$ cat config.mk
export PLATFORM = sky130hd
export DESIGN_NAME = seq_chunk_adder_flat
export DESIGN_NICKNAME = d
export VERILOG_FILES = /design/src/rtl/seq_chunk_adder_if.sv /design/src/rtl/seq_chunk_adder.sv /design/src/flat_wrapper.sv
export SDC_FILE = /design/constraint.sdc
export NUM_CORES = 1
export LEC_CHECK = 0
export ABC_AREA = 1
export CELL_PAD_IN_SITES_DETAIL_PLACEMENT = 0
export CELL_PAD_IN_SITES_GLOBAL_PLACEMENT = 2
export CORE_UTILIZATION = 32
export CTS_CLUSTER_DIAMETER = 40
export DETAILED_ROUTE_END_ITERATION = 8
export PLACE_DENSITY = 0.95
export SYNTH_ARGS = -nofsm -noshare
export SYNTH_HDL_FRONTEND = slang
export SYNTH_SLANG_ARGS = --single-unit
$ cat constraint.sdc
create_clock -name clk -period 7.1 [get_ports clk]
set_clock_uncertainty 0.15 [all_clocks]
set_input_delay 2.13 -clock clk [delete_from_list [all_inputs] [get_ports clk]]
set_output_delay 2.13 -clock clk [all_outputs]
set_load 0.05 [all_outputs]
$ cat src/rtl/seq_chunk_adder_if.sv
// Handshake and operand/result bundle for seq_chunk_adder.
// The master drives the operands and out_ready; the slave is the adder.
interface seq_chunk_adder_if #(
  parameter int unsigned WIDTH = 32
);
  logic             in_valid;
  logic             in_ready;
  logic [WIDTH-1:0] a;
  logic [WIDTH-1:0] b;
  logic             cin;
  logic             sub;
  logic             out_valid;
  logic             out_ready;
  logic [WIDTH-1:0] sum;
  logic             cout;
  logic             overflow;
  logic             zero;

  modport master (
    output in_valid, a, b, cin, sub, out_ready,
    input  in_ready, out_valid, sum, cout, overflow, zero
  );

  modport slave (
    input  in_valid, a, b, cin, sub, out_ready,
    output in_ready, out_valid, sum, cout, overflow, zero
  );
endinterface

$ cat src/rtl/seq_chunk_adder.sv
// Multi-cycle add/subtract: one CHUNK-bit slice per clock with a registered
// ripple carry, valid/ready on both sides, reports sum/cout/overflow/zero.
module seq_chunk_adder #(
  parameter int unsigned WIDTH = 32,
  parameter int unsigned CHUNK = 8
) (
  input logic             clk,
  input logic             rst_n,
  seq_chunk_adder_if.slave bus
);
  localparam int unsigned NCHUNK = WIDTH / CHUNK;
  localparam int unsigned KW     = (NCHUNK > 1) ? $clog2(NCHUNK) : 1;

  typedef enum logic [1:0] {IDLE, BUSY, DONE} state_t;

  state_t           state, state_nx;
  logic [WIDTH-1:0] a_reg, b_reg;
  logic             carry;
  logic [KW-1:0]    k;
  logic [WIDTH-1:0] sum_r;
  logic             cout_r, ovf_r, zero_r;

  logic [CHUNK-1:0] a_slice, b_slice;
  logic [CHUNK:0]   slice_res;
  logic [WIDTH-1:0] sum_nx;
  logic             last;

  always_comb begin
    state_nx = state;
    unique case (state)
      IDLE:    if (bus.in_valid) state_nx = BUSY;
      BUSY:    if (last) state_nx = DONE;
      DONE:    if (bus.out_ready) state_nx = IDLE;
      default: state_nx = IDLE;
    endcase
  end

  always_comb begin
    a_slice   = a_reg[k*CHUNK +: CHUNK];
    b_slice   = b_reg[k*CHUNK +: CHUNK];
    slice_res = {1'b0, a_slice} + {1'b0, b_slice} + {{CHUNK{1'b0}}, carry};
    sum_nx    = sum_r;
    sum_nx[k*CHUNK +: CHUNK] = slice_res[CHUNK-1:0];
    last      = (k == KW'(NCHUNK - 1));
  end

  always_ff @(posedge clk or negedge rst_n) begin
    if (!rst_n) state <= IDLE;
    else        state <= state_nx;
  end

  // Carry into the MSB is recovered as a^b^s at that bit, so overflow needs
  // no extra per-bit carry storage.
  always_ff @(posedge clk or negedge rst_n) begin
    if (!rst_n) begin
      a_reg  <= '0;
      b_reg  <= '0;
      carry  <= 1'b0;
      k      <= '0;
      sum_r  <= '0;
      cout_r <= 1'b0;
      ovf_r  <= 1'b0;
      zero_r <= 1'b0;
    end else begin
      unique case (state)
        IDLE: if (bus.in_valid) begin
          a_reg <= bus.a;
          b_reg <= bus.sub ? ~bus.b : bus.b;
          carry <= bus.sub ? ~bus.cin : bus.cin;
          k     <= '0;
        end
        BUSY: begin
          sum_r <= sum_nx;
          carry <= slice_res[CHUNK];
          k     <= k + 1'b1;
          if (last) begin
            cout_r <= slice_res[CHUNK];
            ovf_r  <= a_reg[WIDTH-1] ^ b_reg[WIDTH-1] ^ sum_nx[WIDTH-1]
                      ^ slice_res[CHUNK];
            zero_r <= ~|sum_nx;
          end
        end
        default: ;
      endcase
    end
  end

  assign bus.in_ready  = (state == IDLE);
  assign bus.out_valid = (state == DONE);
  assign bus.sum       = sum_r;
  assign bus.cout      = cout_r;
  assign bus.overflow  = ovf_r;
  assign bus.zero      = zero_r;
endmodule

$ cat src/flat_wrapper.sv
// flat-port wrapper written by rule: the top's interface ports become plain ports
module seq_chunk_adder_flat 
#(
  parameter int unsigned WIDTH = 32,
  parameter int unsigned CHUNK = 8
)
  (clk, rst_n, bus_in_valid, bus_a, bus_b, bus_cin, bus_sub, bus_out_ready, bus_in_ready, bus_out_valid, bus_sum, bus_cout, bus_overflow, bus_zero);
  seq_chunk_adder_if #(.WIDTH(WIDTH)) bus_i ();
  input logic clk;
  input logic rst_n;
  input wire logic [$bits(bus_i.in_valid)-1:0] bus_in_valid;
  input wire logic [$bits(bus_i.a)-1:0] bus_a;
  input wire logic [$bits(bus_i.b)-1:0] bus_b;
  input wire logic [$bits(bus_i.cin)-1:0] bus_cin;
  input wire logic [$bits(bus_i.sub)-1:0] bus_sub;
  input wire logic [$bits(bus_i.out_ready)-1:0] bus_out_ready;
  output wire logic [$bits(bus_i.in_ready)-1:0] bus_in_ready;
  output wire logic [$bits(bus_i.out_valid)-1:0] bus_out_valid;
  output wire logic [$bits(bus_i.sum)-1:0] bus_sum;
  output wire logic [$bits(bus_i.cout)-1:0] bus_cout;
  output wire logic [$bits(bus_i.overflow)-1:0] bus_overflow;
  output wire logic [$bits(bus_i.zero)-1:0] bus_zero;
  assign bus_i.in_valid = bus_in_valid;
  assign bus_i.a = bus_a;
  assign bus_i.b = bus_b;
  assign bus_i.cin = bus_cin;
  assign bus_i.sub = bus_sub;
  assign bus_i.out_ready = bus_out_ready;
  assign bus_in_ready = bus_i.in_ready;
  assign bus_out_valid = bus_i.out_valid;
  assign bus_sum = bus_i.sum;
  assign bus_cout = bus_i.cout;
  assign bus_overflow = bus_i.overflow;
  assign bus_zero = bus_i.zero;
  seq_chunk_adder #(.WIDTH(WIDTH), .CHUNK(CHUNK)) u_core (.clk(clk), .rst_n(rst_n), .bus(bus_i));
endmodule
==> results.json, run 1 <==
{
  "vdd_ir_drop_max_mv": 0.257,
  "rsz0062_at_grt": "no",
  "synth_fp_nets": 826,
  "grt_pass1_vias": 4738,
  "hp-class": "reg -> reg",
  "tightest_slew_ns": 0.938,
  "cts_setup_buffers": 0,
  "grt_max_degree": 62,
  "layout.nets": 912,
  "clock_latency_ns": 0.35,
  "p_sw_mw": 2.04,
  "ios": 107,
  "via_per_inst": 4.69,
  "ant_nets": 0,
  "drv_cap": 0,
  "internal-power_mw": 1.88,
  "cp-end-kind": "output port",
  "numCtsBuffers": 9,
  "area_growth_pct": 26.5,
  "synth.largest_area_cell": "dfrtp_1",
  "ys.flop_type": "dfrtp_1",
  "post_cts_resized": 0,
  "wl_per_cell_um": 14.7,
  "dieWidth_um": 135,
  "pwr-share-seq_pct": 26.8,
  "firstDrtPassIters": 5,
  "worstPathMaxFanout": 4,
  "pwr-share-clk_pct": 12.0,
  "power.leakage_nw": 3.28,
  "ys_warn_count": 0,
  "dr.first_iter.drc_count": 349,
  "holdBufCountCts": 0,
  "vias": 4959,
  "clockBufferDepth": 2,
  "synth-edff-count": 0,
  "port_buffers": 106,
  "drive_gt1_share_pct": 4.33,
  "die_area_um2": 18200,
  "syn-instance-count": 741,
  "p_sw_share_pct": 52.0,
  "start_util_pct": 32.8,
  "coreArea_um2": 17200,
  "grt_use_total_pct": 17.8,
  "synth_area_um2": 5650,
  "placementRows": 48,
  "cts_tree": "done",
  "layout_min_cycle_time_ns": 4.08,
  "overflow": 0,
  "min_period_over_period_pct": 57.4,
  "setup_tns_ns": 0,
  "grt_pass1_wl_um": 24800,
  "cp.arrival_ns": 1.80,
  "slew_viol_final": 0,
  "remaining_drc_errors": 0,
  "fmax_mhz": 245,
  "cts-root-buf": "clkbuf_16",
  "whs_ns": 0.327,
  "synthDistinctLibCells": 28,
  "criticalPathCategory": "reg -> out",
  "finalHoldViolCount": 0,
  "die_h_um": 135,
  "async_reset_ff_share_pct": 100,
  "drt_wl_total_um": 15500,
  "pwr-share-comb_pct": 61.2,
  "htree_levels": 3,
  "netlist.area_leader.share_pct": 46.1,
  "outcome": "completed",
  "synth_area_leaders": "dfrtp_1 (46%), nand2_1 (15%), o21ai_0 (8.2%), nor2_1 (5.5%), xnor2_1 (5.4%)",
  "dp_hpwl_um": 11300,
  "yosysSeqAreaShare_pct": 46.1,
  "start_kind": "flop",
  "max_slew_margin_pct": 37.3,
  "clkTransAtPathRegs_ns": 0.07,
  "ys_ff_latch": 104,
  "finalSetupViolCount": 0,
  "synth_area_per_cell_um2": 7.62,
  "antenna_found_initial": 0,
  "gp_congestion": 0.812,
  "cts.sinks": 104,
  "required_ns": 4.82,
  "n_antenna_cell": 0,
  "power.density_nw_per_um2": 549
}
[power by group through the flow]
| stage | logic (mW) | registers (mW) | clock network, mW |
|---|---|---|---|
| global placement | 2.40 | 1.05 | 0 |
| CTS | 2.42 | 1.05 | 0.482 |
| detailed placement | 2.42 | 1.06 | 0 |
| finish | 2.40 | 1.05 | 0.469 |
| floorplan | 1.49 | 1.27 | 0 |
| global route | 2.68 | 1.08 | 0.501 |
[layout by cell type, fill, tap and decap left out, drive strengths merged]
| master | synthesis | layout |
|---|---|---|
| a21boi | 2 | 2 |
| a21oi | 4 | 4 |
| a31oi | 12 | 12 |
| buf | 11 | 7 |
| clkbuf | 25 | 10 |
| clkdlybuf4s50 | 0 | 104 |
| clkinv | 0 | 5 |
| dfrtp | 104 | 104 |
| fa | 2 | 2 |
| ha | 13 | 13 |
| inv | 53 | 54 |
| nand2 | 239 | 239 |
| nand2b | 1 | 1 |
| nand3 | 28 | 28 |
| nand4 | 13 | 13 |
| nor2 | 85 | 85 |
| o21ai | 94 | 94 |
| o221ai | 1 | 1 |
| o22ai | 18 | 18 |
| o31ai | 1 | 1 |
| xnor2 | 35 | 35 |
[path summary, 6_finish.rpt]
| path | slack, ns | cells after the start | end | start |
|---|---|---|---|---|
| worst max-delay path | 3.02 | 2 | bus_in_ready | u_core.state[0] |
| worst min-delay path | 0.33 | 2 | u_core.a_reg[13] | u_core.a_reg[13] |
| worst max register to register | 3.06 | 18 | u_core.bus.zero | u_core.k[1] |
| worst min register to register | 0.33 | 2 | u_core.a_reg[13] | u_core.a_reg[13] |
| max in group asynchronous | 4.00 | 2 | u_core.bus.sum[5] | rst_n |
| min in group asynchronous | 1.70 | 1 | u_core.b_reg[6] | rst_n |
[Yosys cell counts, types with 2 or more instances]
cell / instances
dfrtp_1: 104
buf_6: 2
a31oi_1: 12
fa_1: 2
nand2_2: 6
nor2_1: 83
nand3_1: 28
clkbuf_1: 25
inv_2: 4
buf_2: 4
o22ai_1: 18
nand4_1: 13
buf_1: 5
inv_1: 49
ha_1: 13
o21ai_1: 2
nand2_1: 233
o21ai_0: 92
xnor2_1: 35
a21oi_1: 3
[metrics by stage]
stage,setup WS (ns),cells,utilization (%),power (mW),cell area [um^2]
after global placement,2.90,1041,39.8,3.45,6870
final,3.02,1057,41.4,3.92,7140
after floorplan,3.74,741,-,2.76,5650
after global routing,2.72,1057,41.4,4.26,7140
after CTS,3.01,1057,41.4,3.95,7140
after detailed placement,2.85,1041,39.8,3.48,6870
[cells by family after synthesis]
kind of cell / count (synthesis) / synth area share (%)
AND/OR/NAND/NOR: 366 / 26.0
flip-flops: 104 / 46.1
AO/OA/AOI/OAI: 132 / 12.6
adder cells (fa/ha/maj): 15 / 3.59
XOR/XNOR: 35 / 5.43
buffers and inverters: 89 / 6.27
[cell type report]
type / instances / area, um^2
flip-flops and latches: 104 / 2600
clock buffers: 10 / 229
clock inverters: 6 / 45.0
inverters: 53 / 199
multi-input cells: 548 / 2690
fillers: 1789 / 10100
repair buffers: 111 / 1090
well taps: 225 / 282
[metal layers]
| layer | part of all wire (%) | track usage, % | up-vias | routed length, um |
|---|---|---|---|---|
| met2 | 46 | 28.1 | 116 | 7110 |
| met4 | 1.9 | 5.93 | 0 | 298 |
| met5 | 0 | 0 | - | 0 |
| met3 | 3.5 | 3.12 | 20 | 546 |
| met1 | 49 | 24.7 | 2270 | 7530 |
| li1 | - | - | 2553 | - |
[worst max-delay path, stage by stage (launching register included)]
cell and delay, ns:
dfrtp_1 0.41, nor2_1 0.19, clkdlybuf4s50_1 0.84
Power figures use the tool's default switching activity.
==> run 2, diff against run 1 <==
CORE_UTILIZATION = 30   (was 32)
PLACE_DENSITY = 0.91   (was 0.95)
clock period = 4 ns   (was 7.1 ns; I/O delays follow)
==> run 2 against run 1 <==
  * The flow now finishes with violations (DRC)
  * Count of clock-buffer cells in the layout grew 1
  * Power up 83%
  * Non-clock buffer count is 6 higher
  * Sequential cell count stayed put
  * Sequential power is 78% higher
  * Critical path depth is 12 higher
  * Combinational power is 80% higher
  * Core utilization fell by 1.6 points
  * Critical endpoint is now u_core.bus.overflow
  * Largest power group unchanged
==> results.json, run 2 (synthesis gave the netlist of run 1 again) <==
{
  "internal-power_mw": 3.51,
  "antenna_found_initial": 0,
  "cp-startpoint": "u_core.k[0]",
  "min-delay-start": "u_core.a_reg[10]",
  "regArea_um2": 2600,
  "grt_pass1_wl_um": 25900,
  "required_ns": 4.10,
  "nFillCells": 1885,
  "vias": 5041,
  "power.total_mw": 7.16,
  "coreArea_um2": 18200,
  "cts_tree": "done",
  "drt_wl_total_um": 16000,
  "htree_levels": 3,
  "pwr-share-comb_pct": 60.4,
  "worstPathMaxFanout": 21,
  "dr.first_iter.drc_count": 396,
  "setup_tns_ns": 0,
  "whs_ns": 0.327,
  "criticalPathCategory": "reg -> reg",
  "dieWidth_um": 139,
  "fin_area_um2": 7250,
  "firstDrtPassIters": 7,
  "final_util_pct": 39.8,
  "rsz0062_at_grt": "no",
  "placementRows": 49,
  "drv_cap": 0,
  "start_kind": "flop",
  "cp.arrival_ns": 3.40,
  "fmax_mhz": 303,
  "p_sw_share_pct": 50.9,
  "clock_latency_ns": 0.35,
  "post_cts_resized": 0,
  "hp-class": "reg -> reg",
  "pwr-share-seq_pct": 26.1,
  "multi_input_area_um2": 2690,
  "power.leakage_nw": 3.33,
  "overflow": 0,
  "min_period_over_period_pct": 82.5,
  "area_growth_pct": 28.4,
  "violations": "DRC",
  "clockBufferDepth": 2,
  "vdd_ir_drop_max_mv": 0.356,
  "via_per_inst": 4.73,
  "ant_nets": 0,
  "drive_gt1_share_pct": 4.90,
  "n_antenna_cell": 0,
  "finalHoldViolCount": 0,
  "cp-end-kind": "flop",
  "dp.cells": 1051,
  "wl_per_cell_um": 15.0,
  "port_buffers": 106,
  "slew_viol_final": 0,
  "layout_min_cycle_time_ns": 3.30,
  "clkTransAtPathRegs_ns": 0.07,
  "grt_pass1_vias": 4832,
  "r2r-start": "u_core.k[0]",
  "ios": 107,
  "numCtsBuffers": 9,
  "grt_max_degree": 54,
  "final_common_cell": "nand2_1",
  "fin_ws_ns": 0.701,
  "remaining_drc_errors": 6,
  "cts_setup_buffers": 0,
  "holdBufCountCts": 0,
  "pwr-share-clk_pct": 13.5,
  "tightest_slew_ns": 0.878,
  "cts-root-buf": "clkbuf_16",
  "dp_hpwl_um": 12000,
  "layout.nets": 918,
  "outcome": "finished with violations",
  "grt_use_total_pct": 17.2,
  "finalSetupViolCount": 0,
  "p_sw_mw": 3.64,
  "start_util_pct": 31.0,
  "power.density_nw_per_um2": 987,
  "max_slew_margin_pct": 41.5,
  "die_h_um": 139,
  "cts.sinks": 104,
  "gp_congestion": 0.878,
  "post_dp_cell_area_um2": 6930,
  "instances_no_fill": 1066,
  "dp_slack_ns": 0.743,
  "die_area_um2": 19400,
  "mostFrequentLayoutCells": "nand2_1 (232), clkdlybuf4s50_1 (104), dfrtp_1 (104), o21ai_0 (92), nor2_1 (83)"
}
==> run 2: cell count changes in the layout (fill, tap and decap cells not counted), sizes merged <==
cell    previous run  this run
bufinv             0         2
clkinv             5         1
buf                7        13
clkbuf            10        11
==> run 2: cell type report <==
| cell class | count | area share [%] |
|---|---|---|
| well taps | 229 | 3.95 |
| multi-input cells | 548 | 37.2 |
| clock buffers | 11 | 3.35 |
| clock inverters | 4 | 1.07 |
| inverters | 53 | 2.74 |
| repair buffers | 117 | 15.8 |
| flip-flops and latches | 104 | 35.9 |
==> run 2: worst max-delay path, stage by stage (launching register included) <==
cell and delay (ns):
dfrtp_1 0.39, buf_4 0.21, o21ai_0 0.20, o22ai_1 0.13, fa_1 0.48, fa_1 0.47, nand2_1 0.12, nand3_1 0.07
nand2_1 0.16, nand2_1 0.11, a21oi_2 0.25, xnor2_1 0.19, nand3_1 0.11, nand3_1 0.10, nand2_1 0.05
==> run 2: per-layer routing <==
layer  vias to the layer above  track usage, %  routed length (um)
met2                       143            27.3                7410
li1                       2570               -                   -
met1                      2317            23.9                7690
met3                        11            3.96                 725
met4                         0            3.51                 142
met5                         -               0                   0
==> run 2: path summary, 6_finish.rpt <==
kind	to	slack (ns)	cells past startpoint
setup / recovery	u_core.bus.overflow	0.70	14
max in group asynchronous	u_core.bus.sum[25]	2.22	2
min in group asynchronous	u_core.b_reg[12]	0.74	1
setup reg to reg	u_core.bus.overflow	0.70	14
hold reg to reg	u_core.a_reg[10]	0.33	2
hold / removal	u_core.a_reg[10]	0.33	2
==> run 2: power by group through the flow <==
stage	clock network, mW	logic (mW)	registers (mW)
CTS	0.989	4.33	1.87
detailed placement	0	4.32	1.89
global placement	0	4.29	1.89
floorplan	0	2.64	2.25
finish	0.965	4.32	1.87
global route	1.03	4.80	1.93
==> run 3, diff against run 2 <==
clock period = 3.15 ns   (was 4 ns; I/O delays follow)
==> run 3 against run 2 <==
  * The flow still finishes with violations (DRC)
  * Clock power rose by 37%
  * Core utilization up 1.6 points
  * Critical path type unchanged
  * Largest cell class unchanged
  * Maximum frequency grew 7.8%
  * Cell area rose by 3.9%
  * Cell count up 1.7%
  * Critical path depth increased by 3
  * Routed wire length is 1.5% higher
  * Count of clock-buffer cells in the layout fell by 1
  * Highest routed layer unchanged
  * Sequential share of layout area is 1.3 points lower
  * Critical endpoint is now u_core.bus.zero
  * Non-clock buffer count grew 17
==> results.json, run 3 (synthesis gave the netlist of run 1 again) <==
{
  "final_common_cell": "nand2_1",
  "cpPeakStageDelay_ns": 0.51,
  "max_slew_margin_pct": 48.5,
  "cp-end-kind": "flop",
  "dieWidth_um": 139,
  "hp-class": "reg -> reg",
  "required_ns": 3.30,
  "cp.arrival_ns": 3.21,
  "htree_levels": 3,
  "start_util_pct": 31.0,
  "wl_per_cell_um": 15.0,
  "finalSetupViolCount": 0,
  "remaining_drc_errors": 6,
  "numCtsBuffers": 9,
  "via_per_inst": 4.71,
  "die_h_um": 139,
  "grt_use_total_pct": 17.5,
  "layout.nets": 935,
  "power.leakage_nw": 3.46,
  "layout_min_cycle_time_ns": 3.06,
  "n_antenna_cell": 0,
  "overflow": 0,
  "fmax_mhz": 327,
  "die_area_um2": 19400,
  "ant_nets": 0,
  "tightest_slew_ns": 0.772,
  "cp_slowest_cell": "fa_2",
  "clockBufferDepth": 2,
  "rsz0062_at_grt": "yes",
  "drive_gt1_share_pct": 9.36,
  "clock_latency_ns": 0.36,
  "dr.first_iter.drc_count": 355,
  "holdPathStages": 2,
  "holdBufCountCts": 0,
  "grt_pass1_wl_um": 26400,
  "drt_wl_total_um": 16200,
  "start_kind": "flop",
  "cts-root-buf": "clkbuf_16",
  "slew_viol_final": 0,
  "vias": 5103,
  "power.density_nw_per_um2": 1270,
  "finalHoldViolCount": 0,
  "crit_chain": "o21ai_0 -> o22ai_2 -> fa_2 -> fa_2 -> inv_2 -> nor2_4 -> a21boi_2 -> nand2_1 -> nor2_1 -> nand2_1 -> nor2_1 -> nand2_1 -> nor2_1 -> nand3_1 -> nor2_1 -> nand3_1 -> nand2_1",
  "ios": 107,
  "cts_tree": "done",
  "violations": "DRC",
  "r2r_cells": 17,
  "grt_max_degree": 85,
  "drv_cap": 0,
  "gp_congestion": 0.878,
  "outcome": "finished with violations",
  "port_buffers": 106,
  "coreArea_um2": 18200,
  "clkTransAtPathRegs_ns": 0.07,
  "min_period_over_period_pct": 97.1,
  "mostFrequentLayoutCells": "nand2_1 (232), clkdlybuf4s50_1 (104), dfrtp_1 (102), o21ai_0 (86), nor2_1 (79)",
  "dp_hpwl_um": 12200,
  "antenna_found_initial": 0,
  "firstDrtPassIters": 7,
  "vdd_ir_drop_max_mv": 0.494,
  "instances_no_fill": 1084,
  "final_util_pct": 41.4,
  "cts.sinks": 104,
  "grt_pass1_vias": 4903,
  "criticalPathCategory": "reg -> reg",
  "dp.cells": 1063,
  "placementRows": 49,
  "area_growth_pct": 33.4,
  "worstPathMaxFanout": 6
}
-- run 3: cell types whose count changed in the layout (fill, tap and decap cells not counted), moves of 4 or more --
cell     delta
o21ai_0     -6
buf_4      +14
o21ai_1     +4
nor2_1      -4
o22ai_1     -6
o22ai_2     +5
-- run 3: power by group --
group / internal (mW) / leakage (nW) / switching, mW
Clock: 0.803 / 0.173 / 0.522
Combinational: 2.06 / 1.98 / 3.77
Sequential: 1.95 / 1.30 / 0.463
-- run 3: final timing paths --
path / startpoint / to / slack (ns)
max: u_core.k[0] / u_core.bus.zero / 0.09
min: u_core.a_reg[18] / u_core.a_reg[18] / 0.33
max reg2reg: u_core.k[0] / u_core.bus.zero / 0.09
min reg2reg: u_core.a_reg[18] / u_core.a_reg[18] / 0.33
max in group asynchronous: rst_n / u_core.bus.zero / 1.80
min in group asynchronous: rst_n / u_core.b_reg[2] / 0.41
-- run 3: per-stage QoR --
step	area (um^2)	setup slack [ns]	TNS, ns	hold WS [ns]	total power [mW]
4_1_cts	7390	0.0676	0	0.330	9.32
3_5_place_dp	7030	0.103	0	0.310	7.97
2_1_floorplan	5650	0.0391	0	0.294	6.22
5_1_grt	7540	-0.135	-0.135	0.347	10.4
3_3_place_gp	7030	0.152	0	0.309	7.92
6_report	7540	0.0906	0	0.329	9.56
-- run 3: what timing repair did --
item / CTS / global route
gates resized for setup: 0 / 35
setup buffers: 0 / 5
setup endpoints to repair: 0 / 2
-- run 3: worst max-delay path: cells and delay by family (launching register included) --
family	cells	cell delay, ns
DFF	1	0.48
adders and majority gates	2	0.88
buffers and inverters	1	0.09
AOI/OAI and AO/OA	3	0.50
and+or+nand+nor	11	0.89
-- run 3: routing by layer --
layer	share of wire [%]	track usage, %	up-vias
met4	1.1	3.86	0
met3	4.2	4.06	14
met5	0	0	-
met1	50	25.0	2355
met2	45	26.9	118
li1	-	-	2616
-- run 3: cell type report --
cell class,instances,area (um^2)
Inverter,53,201
Timing Repair Buffer,134,1300
Sequential cell,104,2610
Multi-Input combinational cell,548,2800
Tap cell,229,287
Fill cell,1860,10700
Clock buffer,10,239
Clock inverter,6,113
